[src/rtl/sysctl_term.sv]
// sysctl_term: 68030 asynchronous bus-cycle terminator.
// Turns decoder chip selects into DSACK with per-channel wait states and port
// width, and raises BERR on timeout or on a multiple-select decode fault,
// capturing the fault details for software.
module sysctl_term #(
  parameter int                   NCHAN   = 4,
  parameter int                   WSW     = 4,
  parameter logic [NCHAN*WSW-1:0] WAITS   = '0,
  parameter logic [NCHAN*2-1:0]   PORTSZ  = '0,
  parameter int                   TIMEOUT = 64,
  localparam int                  CW      = (NCHAN > 1) ? $clog2(NCHAN) : 1
) (
  input  logic             CPU_CLK,
  input  logic             nRST,
  input  logic             nAS,
  input  logic [NCHAN-1:0] nSEL,
  input  logic [NCHAN-1:0] EXTWAIT,
  output logic [1:0]       DSACK,
  output logic             BERR,
  output logic [CW-1:0]    FAULT_CH,
  output logic             FAULT_NOSEL,
  output logic             FAULT_MULTI,
  output logic [7:0]       BERR_CNT
);

  localparam int             TW   = $clog2(TIMEOUT + 1);
  localparam logic [TW-1:0]  TLIM = TW'(TIMEOUT);

  // Largest programmed wait count, used only for the elaboration check.
  function automatic int max_waits();
    int m = 0;
    for (int i = 0; i < NCHAN; i++) begin
      if (int'(WAITS[i*WSW +: WSW]) > m) m = int'(WAITS[i*WSW +: WSW]);
    end
    return m;
  endfunction

  if (NCHAN < 1 || NCHAN > 16) begin : g_bad_nchan
    $error("sysctl_term: NCHAN must be in 1..16");
  end
  if (TIMEOUT <= max_waits() + 1) begin : g_bad_timeout
    $error("sysctl_term: TIMEOUT must exceed max(WAITS)+1");
  end

  typedef enum logic [1:0] {S_IDLE, S_WAIT, S_ACK, S_ERR} state_t;

  state_t         state_q, state_d;
  logic [WSW-1:0] wcnt_q;
  logic [TW-1:0]  tcnt_q;
  logic [CW-1:0]  ch_q;
  logic           ch_valid_q;

  logic [1:0]     sel_cnt;
  logic [CW-1:0]  sel_low;
  logic           sel_found;
  logic [WSW-1:0] waits_sel;
  logic [WSW-1:0] wcnt_dec;
  logic [TW-1:0]  tcnt_inc;
  logic           timeout_hit;
  logic           multi_hit;

  // Decode the chip selects: how many are active (saturating at 2) and the lowest one.
  // NOTE: every combinational output gets a default before any branch, so no latch is inferred;
  // blocking assignments are correct here because the loop accumulates within one evaluation.
  always_comb begin
    sel_cnt   = 2'd0;
    sel_low   = '0;
    sel_found = 1'b0;
    for (int i = 0; i < NCHAN; i++) begin
      if (!nSEL[i]) begin
        if (!sel_found) begin
          sel_low   = CW'(i);
          sel_found = 1'b1;
        end
        if (sel_cnt != 2'd2) sel_cnt = sel_cnt + 2'd1;
      end
    end
  end

  assign waits_sel = WAITS[int'(sel_low)*WSW +: WSW];
  assign wcnt_dec  = (wcnt_q != '0) ? wcnt_q - WSW'(1) : '0;
  assign tcnt_inc  = tcnt_q + TW'(1);

  // Next-state logic; ACK beats a coincident timeout, nAS high always returns to IDLE.
  always_comb begin
    state_d     = state_q;
    timeout_hit = 1'b0;
    multi_hit   = 1'b0;
    if (nAS) begin
      state_d = S_IDLE;
    end else begin
      unique case (state_q)
        S_IDLE: begin
          if (sel_cnt == 2'd0) begin
            state_d = S_WAIT;
          end else if (sel_cnt == 2'd1) begin
            state_d = (waits_sel == '0 && !EXTWAIT[sel_low]) ? S_ACK : S_WAIT;
          end else begin
            state_d   = S_ERR;
            multi_hit = 1'b1;
          end
        end
        S_WAIT: begin
          if (ch_valid_q && wcnt_dec == '0 && !EXTWAIT[ch_q]) begin
            state_d = S_ACK;
          end else if (tcnt_inc == TLIM) begin
            state_d     = S_ERR;
            timeout_hit = 1'b1;
          end
        end
        default: state_d = state_q;
      endcase
    end
  end

  // State, counters, latched channel and fault capture registers.
  // NOTE: sequential state uses non-blocking assignments so every register samples pre-edge values.
  always_ff @(posedge CPU_CLK or negedge nRST) begin
    if (!nRST) begin
      state_q     <= S_IDLE;
      wcnt_q      <= '0;
      tcnt_q      <= '0;
      ch_q        <= '0;
      ch_valid_q  <= 1'b0;
      FAULT_CH    <= '0;
      FAULT_NOSEL <= 1'b0;
      FAULT_MULTI <= 1'b0;
      BERR_CNT    <= 8'd0;
    end else begin
      state_q <= state_d;
      if (nAS) begin
        wcnt_q <= '0;
        tcnt_q <= '0;
      end else begin
        if (state_q == S_IDLE || state_q == S_WAIT) tcnt_q <= tcnt_inc;
        if (state_q == S_IDLE) begin
          wcnt_q     <= waits_sel;
          ch_q       <= sel_low;
          ch_valid_q <= (sel_cnt == 2'd1);
        end else if (state_q == S_WAIT) begin
          wcnt_q <= wcnt_dec;
        end
      end
      if (multi_hit) begin
        FAULT_CH    <= sel_low;
        FAULT_NOSEL <= 1'b0;
        FAULT_MULTI <= 1'b1;
      end else if (timeout_hit) begin
        FAULT_CH    <= ch_q;
        FAULT_NOSEL <= !ch_valid_q;
        FAULT_MULTI <= 1'b0;
      end
      if ((multi_hit || timeout_hit) && BERR_CNT != 8'hFF) BERR_CNT <= BERR_CNT + 8'd1;
    end
  end

  // Termination outputs from registered state, gated by nAS so they drop as soon as nAS rises.
  always_comb begin
    DSACK = 2'b00;
    BERR  = 1'b0;
    if (!nAS) begin
      if (state_q == S_ACK) begin
        unique case (PORTSZ[int'(ch_q)*2 +: 2])
          2'b01:   DSACK = 2'b01;
          2'b10:   DSACK = 2'b10;
          default: DSACK = 2'b11;
        endcase
      end
      BERR = (state_q == S_ERR);
    end
  end

endmodule

[config.mk]
export PLATFORM = sky130hd
export DESIGN_NAME = sysctl_term
export DESIGN_NICKNAME = d
export VERILOG_FILES = /design/src/rtl/sysctl_term.sv
export SDC_FILE = /design/constraint.sdc
export NUM_CORES = 1
export LEC_CHECK = 0
export ABC_AREA = 1
export BUFFER_PORTS_ARGS = -buffer_cell sky130_fd_sc_hd__buf_2
export CAP_MARGIN = 0
export CORE_UTILIZATION = 45
export CTS_BUF_LIST = sky130_fd_sc_hd__clkbuf_8
export DETAILED_ROUTE_END_ITERATION = 8
export GPL_TIMING_DRIVEN = 1
export PLACE_DENSITY = 0.67
export SLEW_MARGIN = 15
export SYNTH_ARGS = -nofsm -noshare
export SYNTH_HDL_FRONTEND = slang
export SYNTH_SLANG_ARGS = --single-unit
[constraint.sdc]
create_clock -name CPU_CLK -period 1.52 [get_ports CPU_CLK]
set_input_delay 0.228 -clock CPU_CLK [delete_from_list [all_inputs] [get_ports CPU_CLK]]
set_output_delay 0.228 -clock CPU_CLK [all_outputs]
set_load 0.02 [all_outputs]
==> results of run 1 <==
layer usage:
layer | vias up | track usage, %
met5 | - | 0
met2 | 22 | 35.7
met3 | 2 | 1.58
met4 | 0 | 5.00
met1 | 793 | 25.1
li1 | 881 | -
worst paths after layout:
path	startpoint	endpoint	slack, ns	cells after the start
worst max-delay path	tcnt_q[1]	BERR_CNT[0]	-0.07	9
worst min-delay path	nAS	tcnt_q[6]	0.35	4
worst max register to register	tcnt_q[1]	BERR_CNT[0]	-0.07	9
worst min register to register	FAULT_MULTI	FAULT_MULTI	0.49	2
max in group asynchronous	nRST	tcnt_q[6]	0.61	2
min in group asynchronous	nRST	BERR_CNT[4]	0.49	2
final cells by class:
cell class / count / area share (%)
clock buffers: 4 / 2.27
inverters: 28 / 4.33
multi-input cells: 178 / 45.5
flip-flops and latches: 28 / 28.9
well taps: 48 / 2.47
repair buffers: 58 / 16.6
cells by family after synthesis:
group           share of synthesized area [%]
fa+ha+maj                                5.63
flops                                    39.4
xor+xnor                                 3.94
buf+inv                                  7.68
simple gates                             34.6
compound gates                           8.66
timing repair:
action,in CTS,in global routing
hold buffers,1,0
endpoints found under the setup margin,14,16
endpoints found under the hold margin,28,0
resized for setup,11,14
gates cloned,0,1
setup buffers,2,3
pin swaps,5,1
flip-flops by register name, indices dropped and copies added, names as in the netlist, 2 cells and up:
register / flops
BERR_CNT: 8
FAULT_CH: 2
ch_q: 2
state_q: 2
tcnt_q: 7
wcnt_q: 4
cell usage in the layout (no fill, tap or decap):
cell type,Yosys,final
a21oi_1,6,5
a21oi_2,0,1
buf_12,0,1
buf_2,1,25
buf_4,1,27
buf_6,0,4
clkbuf_8,0,4
dfrtp_1,28,28
dlygate4sd3_1,0,1
ha_1,8,5
ha_4,0,3
inv_1,27,26
inv_2,1,2
nand2_1,75,70
nand2_2,4,7
nand2_4,1,2
nand2_8,0,2
nand3_1,25,24
nand3_2,3,1
nand3_4,1,4
nand3b_1,2,2
nand4_1,2,2
nor2_1,15,14
nor2_2,1,1
nor2_4,2,3
o21ai_0,15,13
o21ai_2,0,5
o21bai_4,0,1
o22ai_1,1,1
o31ai_1,1,1
o41ai_1,1,1
or2_2,2,1
or2_4,0,1
xnor2_1,2,2
xor2_1,6,5
xor2_2,0,1
worst reg2reg max path, cell delays in order, from the launching register on:
cell and delay (ns):
dfrtp_1 0.43, ha_4 0.18, nand3_4 0.09, xor2_2 0.19, nor2_4 0.15, nand3_4 0.14
nand2_8 0.12, nand2_8 0.07, nand2_1 0.07, nand2_1 0.05
report_power, final:
| part | internal, mW | leakage (nW) | switching, mW |
|---|---|---|---|
| combinational | 0.546 | 0.858 | 0.715 |
| sequential | 0.909 | 0.372 | 0.182 |
| clock | 0.232 | 0.0288 | 0.240 |
through the flow:
stage               hold WS (ns)  setup TNS, ns
floorplan                -0.0676         -0.491
global placement           0.287          -3.42
detailed placement         0.289          -3.68
CTS                        0.334         -0.466
global route               0.379          -2.03
finish                     0.349         -0.658
==> impl_summary.log, run 1 <==
INFO  metric placed_cells = 333
INFO  metric yosysTopAreaCellShare = about two fifths
INFO  metric seqCellArea = between 700 and 800 µm²
INFO  metric synth_largest_area_cell = dfrtp_1
INFO  metric number_of_antenna_diodes = 0
INFO  metric setup.worst_path.start_class = register
INFO  metric final_layout_size_suffix_gt1_share = 32.4%
INFO  metric count_of_flip_flops_with_a_built_in_enable_after_synthesis = 0
INFO  metric remaining_drc_errors = 0
INFO  metric cts_made_buffers = 3
INFO  metric synth-async-reset-ratio = 100%
INFO  metric timing.critical_path.slowest_stage_cell = dfrtp_1
INFO  metric setup.worst_path.class = register to register
INFO  metric gp_routability_congestion = 0.779
INFO  metric drt.antenna.violating_nets = 0
INFO  metric die_h = 64.8 µm
INFO  metric synth-seq-cells = 28
INFO  metric route.met3.wl = 76 µm
INFO  metric root_buffer = clkbuf_8
INFO  metric worstPathRequired = approximately 1.7 ns
INFO  metric area.growth.synth_to_final = 36.6%
INFO  metric critical_path.endpoint_type = register
INFO  metric io_pins = 26
INFO  metric p_leak = around 1.3 nW
INFO  metric final_clock_skew = 0.00135 ns
INFO  metric cts_htree_levels = 1
INFO  metric grt_antenna_before_repair = 0
INFO  metric synth.avg_cell_area = 7.50 µm²
INFO  metric grt_first_pass_wirelength = 6530 µm
INFO  metric synth.cells.most_frequent = nand2_1, dfrtp_1, inv_1
INFO  metric crit_family = simple AND/OR/NAND/NOR gates
INFO  metric rsz_0062_raised_after_global_routing = yes
INFO  metric timing_worst_slew_pin_value = 0.641 ns
INFO  metric cts.path.max_buffers = 2
INFO  metric global_route.usage.total = 19.8%
INFO  metric buf_inv_stages_crit_path = 0
INFO  metric yosys_warnings = 0
INFO  metric detail_route.wl_per_cell = 11.6 µm
INFO  metric iter_0_drt_violations = 95
INFO  metric grt-ovfl-total = 0
INFO  metric net_count_synth = about 260
INFO  metric detailroute.wirelength.met2 = 2040 µm
INFO  metric coreArea = between 3000 and 4000 µm²
INFO  metric hold_class = input pin to register
INFO  metric met1_length = 1840 µm
INFO  metric final-setup-viol-count = 12
INFO  metric powerDensity = 1160 nW/µm²
INFO  metric final_util = 65.3%
INFO  metric cpPeakStageDelay = around 0.43 ns
INFO  metric pin_count_of_the_biggest_net_entering_global_routing = 29
INFO  metric final-hold-violation-count = 0
INFO  metric clock-sinks = 28
INFO  metric max_freq = approximately 0.63 GHz
INFO  metric die_width = 64.8 µm
INFO  metric ys_dominant_reg_cell = dfrtp_1
INFO  metric max_cap_viol_count = 0
INFO  metric initial_utilization = 47.8%
INFO  metric detail_route.vias_per_cell = around 5
INFO  metric design_area = 2430 µm²
INFO  metric worst_slew_margin_rel = 57.3%
INFO  metric critPathArrivalTime = 1.77 ns
INFO  metric run_status = finished with violations
INFO  metric post_synth_instance_area = 1780 µm²
INFO  metric cts.reportedPaths.clkPinSlew = 0.10 ns
INFO  metric cts_tree = built
INFO  metric worst_skew_pair_latency = 0.28 ns
INFO  metric critPathMaxFanout = 8
INFO  metric multi_input_area = 1100 µm²
INFO  metric gate_count_of_the_mapped_netlist = ~240
INFO  metric synthMostInstantiatedCell = nand2_1
INFO  metric crit_chain = ha_4 -> nand3_4 -> xor2_2 -> nor2_4 -> nand3_4 -> nand2_8 -> nand2_8 -> nand2_1 -> nand2_1
INFO  metric post_synth_num_cell_types = 29
INFO  metric final.fill_count = 319
INFO  metric final_max_slew_viol_count = 0
INFO  metric pre_cts_ws = -0.312 ns
INFO  metric detailed_place_hpwl = 2920 µm
INFO  metric final.period_utilization = 105%
INFO  metric first_global_vias = 1,554
INFO  metric synth_top_cells_by_area = dfrtp_1, nand2_1, nand3_1
INFO  metric total_die_area = 4200 µm²
INFO  metric wirelength_routed = 3990 µm
INFO  metric ir_drop = 0.561 mV
INFO  metric core.rowCount = 22
INFO  metric sequential_fraction_of_the_synthesis_area = 39.4%
INFO  metric topmost_layer_with_routed_signal_wires = met4
INFO  metric vias_after_detailed_routing = 1,698
INFO  metric postLayoutSetupSlackWorst = -0.0722 ns
INFO  metric violated_checks = negative setup slack
INFO  metric post_layout_nonfiller_instances = 344
INFO  metric first_pass_iters = 4
INFO  metric period_minus_slack = 1.59 ns
INFO  metric power = 2.82 mW
INFO  metric numPortBuffers = 25
INFO  metric total_nets_final = 316
INFO  metric postPlaceCellArea = 2180 µm²
(Power assumes the default switching activity.)
==> run 2: changes to the inputs <==
- CAP_MARGIN: 0 -> not set
- CORE_UTILIZATION: 45 -> 53
- PLACE_DENSITY: 0.67 -> 0.77
==> run 2 against run 1 <==
Effect of this change: the flow still finishes with violations (negative setup slack); largest cell class unchanged; routed wire length fell by 3.9%; final cell count fell by 2.3%; highest routed layer unchanged; combinational power fell by 6%; utilization rose by 9.6 points; via count fell by 0.65%; global-route usage rose by 3.3 points; clock skew rose by 0.00062 ns; non-clock buffer count fell by 3; sequential share of layout area rose by 1.1 points; total power rose by 1.4%.
==> impl_summary.log, run 2 (synthesis results as in run 1) <==
INFO  metric run_status = finished with violations
INFO  metric violated_checks = negative setup slack
INFO  metric max_freq = 0.625 GHz (-0.53%)
INFO  metric internal_power = 1.77 mW (+4.7%)
INFO  metric global_route.usage.total = 23.1% (+3.3 points)
INFO  metric clockPowerShare = 20.6% (+3.9 points)
INFO  metric postLayoutSetupSlackWorst = -0.0807 ns (-0.00854 ns)
INFO  metric numPortBuffers = 25 (unchanged)
INFO  metric critPathArrivalTime = 1.78 ns (about the same)
INFO  metric final_max_slew_viol_count = 0 (unchanged)
INFO  metric core.rowCount = 20 (-9.1%)
INFO  metric cts_made_buffers = 3 (unchanged)
INFO  metric route.met3.wl = 133 µm (+75%)
INFO  metric met1_length = 1840 µm (-0.11%)
INFO  metric max_flop_register = BERR_CNT
INFO  metric gp_routability_congestion = 0.823 (+5.8%)
INFO  metric drt.antenna.violating_nets = 0 (unchanged)
INFO  metric powerDensity = 1220 nW/µm² (+5.1%)
INFO  metric initial_utilization = 56.8% (+9.0 points)
INFO  metric detailroute.wirelength.met2 = 1830 µm (-10%)
INFO  metric netSwitchingPower = 1.10 mW (-3.4%)
INFO  metric first_global_vias = 1,502 (-3.3%)
INFO  metric total_negative_slack_for_setup_checks = -0.761 ns (-0.103 ns)
INFO  metric timing_worst_slew_pin_value = 0.633 ns (-0.00834 ns)
INFO  metric die_h = 59.9 µm (-7.6%)
INFO  metric wirelength_routed = 3830 µm (-3.9%)
INFO  metric topmost_layer_with_routed_signal_wires = met4
INFO  metric clock-sinks = 28 (unchanged)
INFO  metric detailed_place_hpwl = 2770 µm (-5.0%)
INFO  metric coreArea = 3130 µm² (-16%)
INFO  metric setup.worst_path.class = register to register
INFO  metric rr_startpoint = tcnt_q[0]
INFO  metric die_width = 59.9 µm (-7.6%)
INFO  metric root_buffer = clkbuf_8
INFO  metric max_cap_viol_count = 0 (unchanged)
INFO  metric worstPathRequired = 1.69 ns (about the same)
INFO  metric final.fill_count = 250 (-22%)
INFO  metric grt_first_pass_wirelength = 6290 µm (-3.7%)
INFO  metric hold_path_startpoint = nAS
INFO  metric rsz_0062_raised_after_global_routing = yes
INFO  metric number_of_antenna_diodes = 0 (unchanged)
INFO  metric final-hold-violation-count = 0 (unchanged)
INFO  metric pin_count_of_the_biggest_net_entering_global_routing = 29 (unchanged)
INFO  metric total_nets_final = 312 (-1.3%)
INFO  metric power_frac_seq = 37.9% (-0.7 points)
INFO  metric hold_class = input pin to register
INFO  metric vias_after_detailed_routing = 1,687 (-0.65%)
INFO  metric crit_path_launch = tcnt_q[0]
INFO  metric final.period_utilization = 105% (+0.56 points)
INFO  metric detail_route.wl_per_cell = 11.4 µm (-1.6%)
INFO  metric p_leak = 1.23 nW (-2.4%)
INFO  metric cts_tree = built
INFO  metric remaining_drc_errors = 0 (unchanged)
INFO  metric critical_path.endpoint_type = register
INFO  metric detail_route.vias_per_cell = 5.02 (+1.7%)
INFO  metric setup.worst_path.start_class = register
INFO  metric first_pass_iters = 4 (unchanged)
INFO  metric placed_cells = 325 (-2.4%)
INFO  metric most_frequent_cells_in_the_layout = nand2_1, dfrtp_1, buf_4
INFO  metric post_layout_nonfiller_instances = 336 (-2.3%)
INFO  metric iter_0_drt_violations = 76 (-20%)
INFO  metric final-setup-viol-count = 14 (+2)
INFO  metric netSwitchingFraction = 38.3% (-1.9 points)
INFO  metric grt-ovfl-total = 0 (unchanged)
INFO  metric largest_register_ff_count = 8 (unchanged)
INFO  metric final_clock_skew = 0.00197 ns (+0.000620 ns)
INFO  metric worst_skew_pair_latency = 0.28 ns (about the same)
INFO  metric cts.path.max_buffers = 2 (unchanged)
INFO  metric grt_antenna_before_repair = 0 (unchanged)
INFO  metric total_die_area = 3590 µm² (-15%)
INFO  metric period_minus_slack = 1.60 ns (+0.00853 ns)
INFO  metric io_pins = 26 (unchanged)
INFO  metric reg_top3 = BERR_CNT: 8 flops, tcnt_q: 7 flops, wcnt_q: 4 flops
INFO  metric ir_drop = 0.831 mV (+48%)
INFO  metric final_layout_size_suffix_gt1_share = 30.5% (-2.0 points)
INFO  metric final_util = 74.9% (+9.6 points)
INFO  metric cts.reportedPaths.clkPinSlew = 0.10 ns (about the same)
INFO  metric cts_htree_levels = 1 (unchanged)
INFO  metric area.growth.synth_to_final = 31.9%
INFO  metric share_comb_of_total_power = 41.4% (-3.2 points)
INFO  metric worst_slew_margin_rel = 57.8% (+0.56 points)
INFO  metric layout_commonest_cell = nand2_1
INFO  metric critPathMaxFanout = 6 (-2)
## run 2: path summary, 6_finish.rpt
check | end | cells after the start | slack (ns)
max reg2reg | BERR_CNT[3] | 9 | -0.08
min | tcnt_q[2] | 4 | 0.37
max in group asynchronous | tcnt_q[2] | 2 | 0.58
min in group asynchronous | wcnt_q[2] | 2 | 0.49
min reg2reg | FAULT_MULTI | 2 | 0.49
max | BERR_CNT[3] | 9 | -0.08
## run 2: layout make-up
type,count,area [µm²],share of cell area [%]
clock buffer,3,41.3,1.76
clock inverter,1,30.0,1.28
inverter,28,105,4.48
multi-input combinational,177,1050,44.8
sequential,28,702,30.0
tap,44,55.1,2.35
timing repair buffer,55,360,15.4
## run 2: power groups by stage
| stage | registers, mW | clock network (mW) | logic [mW] |
|---|---|---|---|
| floorplan | 1.14 | 0 | 0.622 |
| global placement | 1.08 | 0 | 1.06 |
| detailed placement | 1.08 | 0 | 1.09 |
| CTS | 1.08 | 0.599 | 1.15 |
| global route | 1.11 | 0.627 | 1.34 |
| finish | 1.09 | 0.591 | 1.19 |
## run 2: timing repair
item                                   in CTS  in global routing
endpoints found under the hold margin      28                  0
buffers inserted                            5                  1
hold buffers                                1                  0
pin swaps                                   4                  1
cloned                                      0                  0
resized for setup                          11                  6
setup endpoints to repair                  14                 14
## run 2: layer usage
| metal | vias up | track usage (%) |
|---|---|---|
| li1 | 871 | - |
| met5 | - | 0 |
| met1 | 771 | 33.2 |
| met2 | 42 | 36.8 |
| met3 | 3 | 2.81 |
| met4 | 0 | 5.65 |
## run 2: through the flow
stage	power, mW	instance area, µm²	worst slack (ns)	hold WS (ns)
global placement	2.14	2150	-0.258	0.279
global route	3.08	2340	-0.177	0.418
finish	2.86	2340	-0.0807	0.369
detailed placement	2.17	2150	-0.314	0.280
CTS	2.83	2320	-0.0269	0.323
floorplan	1.76	1830	-0.0639	-0.0676
## run 2: worst max-delay path: stages (launching register included)
cell and delay, ns:
dfrtp_1 0.43, ha_4 0.20, nand3_4 0.09, xor2_2 0.25
nor2_4 0.08, nand3_4 0.12, nand2_8 0.07, buf_4 0.14
nand3_1 0.06, nand2_1 0.05
==> run 3: changes to the inputs <==
- CORE_UTILIZATION: 53 -> 59
- PLACE_DENSITY: 0.77 -> 0.81
- clock period: 1.52 -> 1.48 ns (I/O delays scaled with it)
==> run 3 against run 2 <==
Effect of this change: the run ends with design-rule violations, negative setup slack left; register-to-register slack worse by 0.11 ns; final cell count down 3.3%; combinational power increased by 18%; design area is 3.0% higher; critical path type unchanged.
==> impl_summary.log, run 3 (synthesis results as in run 1) <==
INFO  metric die_width = 56.9 µm (-5.1%)
INFO  metric hold_path_endpoint = tcnt_q[1]
INFO  metric final_clock_skew = 0.00371 ns (+0.00174 ns)
INFO  metric power_frac_seq = 37.5% (-0.4 points)
INFO  metric remaining_drc_errors = 4 (+4)
INFO  metric largest_register_ff_count = 8 (unchanged)
INFO  metric gp_routability_congestion = 0.836 (+1.6%)
INFO  metric clock-sinks = 28 (unchanged)
INFO  metric final.fill_count = 149 (-40%)
INFO  metric violated_checks = design-rule violations, negative setup slack
INFO  metric final_layout_size_suffix_gt1_share = 35.4% (+4.9 points)
INFO  metric wirelength_routed = 4510 µm (+18%)
INFO  metric critPathMaxFanout = 8 (+2)
INFO  metric worstPathRequired = 1.65 ns (-0.04 ns)
INFO  metric final.period_utilization = 113% (+7.8 points)
INFO  metric ff2ff_setup_slack = -0.19 ns (-0.11 ns)
INFO  metric cts.reportedPaths.clkPinSlew = 0.10 ns (about the same)
INFO  metric io_pins = 26 (unchanged)
INFO  metric placed_cells = 316 (-2.8%)
INFO  metric critical_path.endpoint_type = register
INFO  metric run_status = finished with violations
INFO  metric root_buffer = clkbuf_8
INFO  metric final_max_slew_viol_count = 0 (unchanged)
INFO  metric share_comb_of_total_power = 46.7% (+5.3 points)
INFO  metric clockPowerShare = 15.8% (-4.8 points)
INFO  metric cts_tree = built
INFO  metric area.growth.synth_to_final = 35.8%
INFO  metric first_pass_iters = 6 (+2)
INFO  metric grt-ovfl-total = 0 (unchanged)
INFO  metric global_route.usage.total = 30.9% (+7.8 points)
INFO  metric max_freq = 0.597 GHz (-4.4%)
INFO  metric most_frequent_cells_in_the_layout = nand2_1, dfrtp_1, buf_4
INFO  metric drt.antenna.violating_nets = 0 (unchanged)
INFO  metric p_leak = 1.24 nW (+0.91%)
INFO  metric iter_0_drt_violations = 130 (+71%)
INFO  metric core.rowCount = 19 (-5.0%)
INFO  metric cts.path.max_buffers = 2 (unchanged)
INFO  metric ir_drop = 0.976 mV (+18%)
INFO  metric multi_input_area = 1120 µm² (+6.7%)
INFO  metric first_global_vias = 1,791 (+19%)
INFO  metric setup.worst_path.start_class = register
INFO  metric final-setup-viol-count = 14 (unchanged)
INFO  metric coreArea = 2810 µm² (-10%)
INFO  metric worst_skew_pair_latency = 0.27 ns (about the same)
INFO  metric rr_startpoint = tcnt_q[0]
INFO  metric powerDensity = 1240 nW/µm² (+1.7%)
INFO  metric cts_htree_levels = 1 (unchanged)
INFO  metric max_flop_register = BERR_CNT
INFO  metric pin_count_of_the_biggest_net_entering_global_routing = 29 (unchanged)
INFO  metric total_nets_final = 314 (+0.64%)
INFO  metric critical_path.reg2reg.endpoint = BERR_CNT[0]
INFO  metric worst_slew_margin_rel = 58.1% (+0.25 points)
INFO  metric layout_commonest_cell = nand2_1
INFO  metric vias_after_detailed_routing = 1,811 (+7.4%)
INFO  metric postLayoutSetupSlackWorst = -0.195 ns (-0.114 ns)
INFO  metric total_die_area = 3230 µm² (-9.8%)
INFO  metric final-hold-violation-count = 0 (unchanged)
INFO  metric worst_r2r_path_depth = 10 (+1)
INFO  metric reg_top3 = BERR_CNT: 8 flops, tcnt_q: 7 flops, wcnt_q: 4 flops
INFO  metric netSwitchingFraction = 40.5% (+2.2 points)
INFO  metric cts_made_buffers = 3 (unchanged)
INFO  metric rsz_0062_raised_after_global_routing = yes
INFO  metric detailed_place_hpwl = 2930 µm (+5.7%)
INFO  metric initial_utilization = 63.3% (+6.5 points)
INFO  metric numPortBuffers = 25 (unchanged)
INFO  metric seqCellArea = 701 µm² (-0.18%)
INFO  metric grt_antenna_before_repair = 0 (unchanged)
INFO  metric timing_worst_slew_pin_value = 0.629 ns (-0.00377 ns)
INFO  metric post_layout_nonfiller_instances = 325 (-3.3%)
INFO  metric number_of_antenna_diodes = 0 (unchanged)
INFO  metric die_h = 56.9 µm (-5.1%)
INFO  metric whs_path_depth = 4 (unchanged)
INFO  metric max_cap_viol_count = 0 (unchanged)
INFO  metric setup.worst_path.class = register to register
INFO  metric critPathArrivalTime = 1.84 ns (+0.06 ns)
INFO  metric detail_route.vias_per_cell = 5.57 (+11%)
INFO  metric detail_route.wl_per_cell = 13.9 µm (+22%)
INFO  metric hold_class = input pin to register
INFO  metric hold_path_startpoint = nAS
INFO  metric final.hold.worst_slack = 0.368 ns (-0.000904 ns)
INFO  metric period_minus_slack = 1.67 ns (+0.0738 ns)
INFO  metric internal_power = 1.79 mW (+1.1%)
INFO  metric netSwitchingPower = 1.21 mW (+11%)
INFO  metric grt_first_pass_wirelength = 7730 µm (+23%)
==> run 3: cell type report <==
class / count / area share (%)
inverters: 28 / 4.35
multi-input cells: 177 / 46.4
flip-flops and latches: 28 / 29.0
repair buffers: 57 / 16.3
clock buffers: 4 / 2.28
well taps: 31 / 1.61
==> run 3: worst max-delay path: stages (launching register included) <==
cell	delay, ns
dfrtp_1	0.45
ha_4	0.19
nand3_4	0.09
o21bai_4	0.16
nand2_2	0.10
nor2_4	0.13
nand3_4	0.12
nand2_8	0.11
nand2_8	0.08
nand2_2	0.07
nand2_1	0.05
==> run 3: power by group through the flow <==
stage | Sequential (mW) | Clock [mW] | Combinational (mW)
floorplan | 1.17 | 0 | 0.639
global placement | 1.09 | 0 | 1.14
detailed placement | 1.10 | 0 | 1.18
CTS | 1.11 | 0.479 | 1.33
global route | 1.15 | 0.510 | 1.55
finish | 1.13 | 0.473 | 1.40
==> run 3: how the worst max path moves through the flow <==
stage | start | to | slack, ns | cells after the start
after global routing | tcnt_q[0] | BERR_CNT[5] | -0.24 | 10
final | tcnt_q[0] | BERR_CNT[0] | -0.19 | 10
after detailed placement | nSEL[0] | BERR_CNT[6] | -0.35 | 12
after CTS | tcnt_q[1] | BERR_CNT[7] | -0.12 | 10
after global placement | nSEL[0] | BERR_CNT[4] | -0.31 | 12
after floorplan | nSEL[0] | BERR_CNT[0] | -0.1 | 11
==> run 3: through the flow <==
stage,cell area (µm²),worst slack [ns],utilization [%],power [mW],setup TNS (ns)
6_report,2410,-0.195,86.0,3.00,-2.31
5_1_grt,2410,-0.244,86.0,3.21,-3.02
3_5_place_dp,2160,-0.355,77.0,2.28,-4.50
3_3_place_gp,2160,-0.305,77.0,2.23,-3.82
4_1_cts,2380,-0.122,84.9,2.92,-1.31
2_1_floorplan,1830,-0.0979,-,1.81,-0.831
==> run 3: repair_timing <==
action                                 4_1_cts  5_1_grt
cloned                                       0        0
pin swaps                                   12        5
endpoints found under the hold margin       28        0
hold buffers                                 1        0
setup buffers                                4        0
setup endpoints to repair                   16       16
resized for setup                           24       10
==> run 3: layer usage <==
| layer | vias up | part of all wire (%) | global-route usage (%) |
|---|---|---|---|
| met3 | 15 | 5.1 | 5.30 |
| met2 | 67 | 53 | 54.6 |
| li1 | 874 | - | - |
| met1 | 855 | 39 | 35.6 |
| met4 | 0 | 2.8 | 16.0 |
| met5 | - | 0 | 0 |
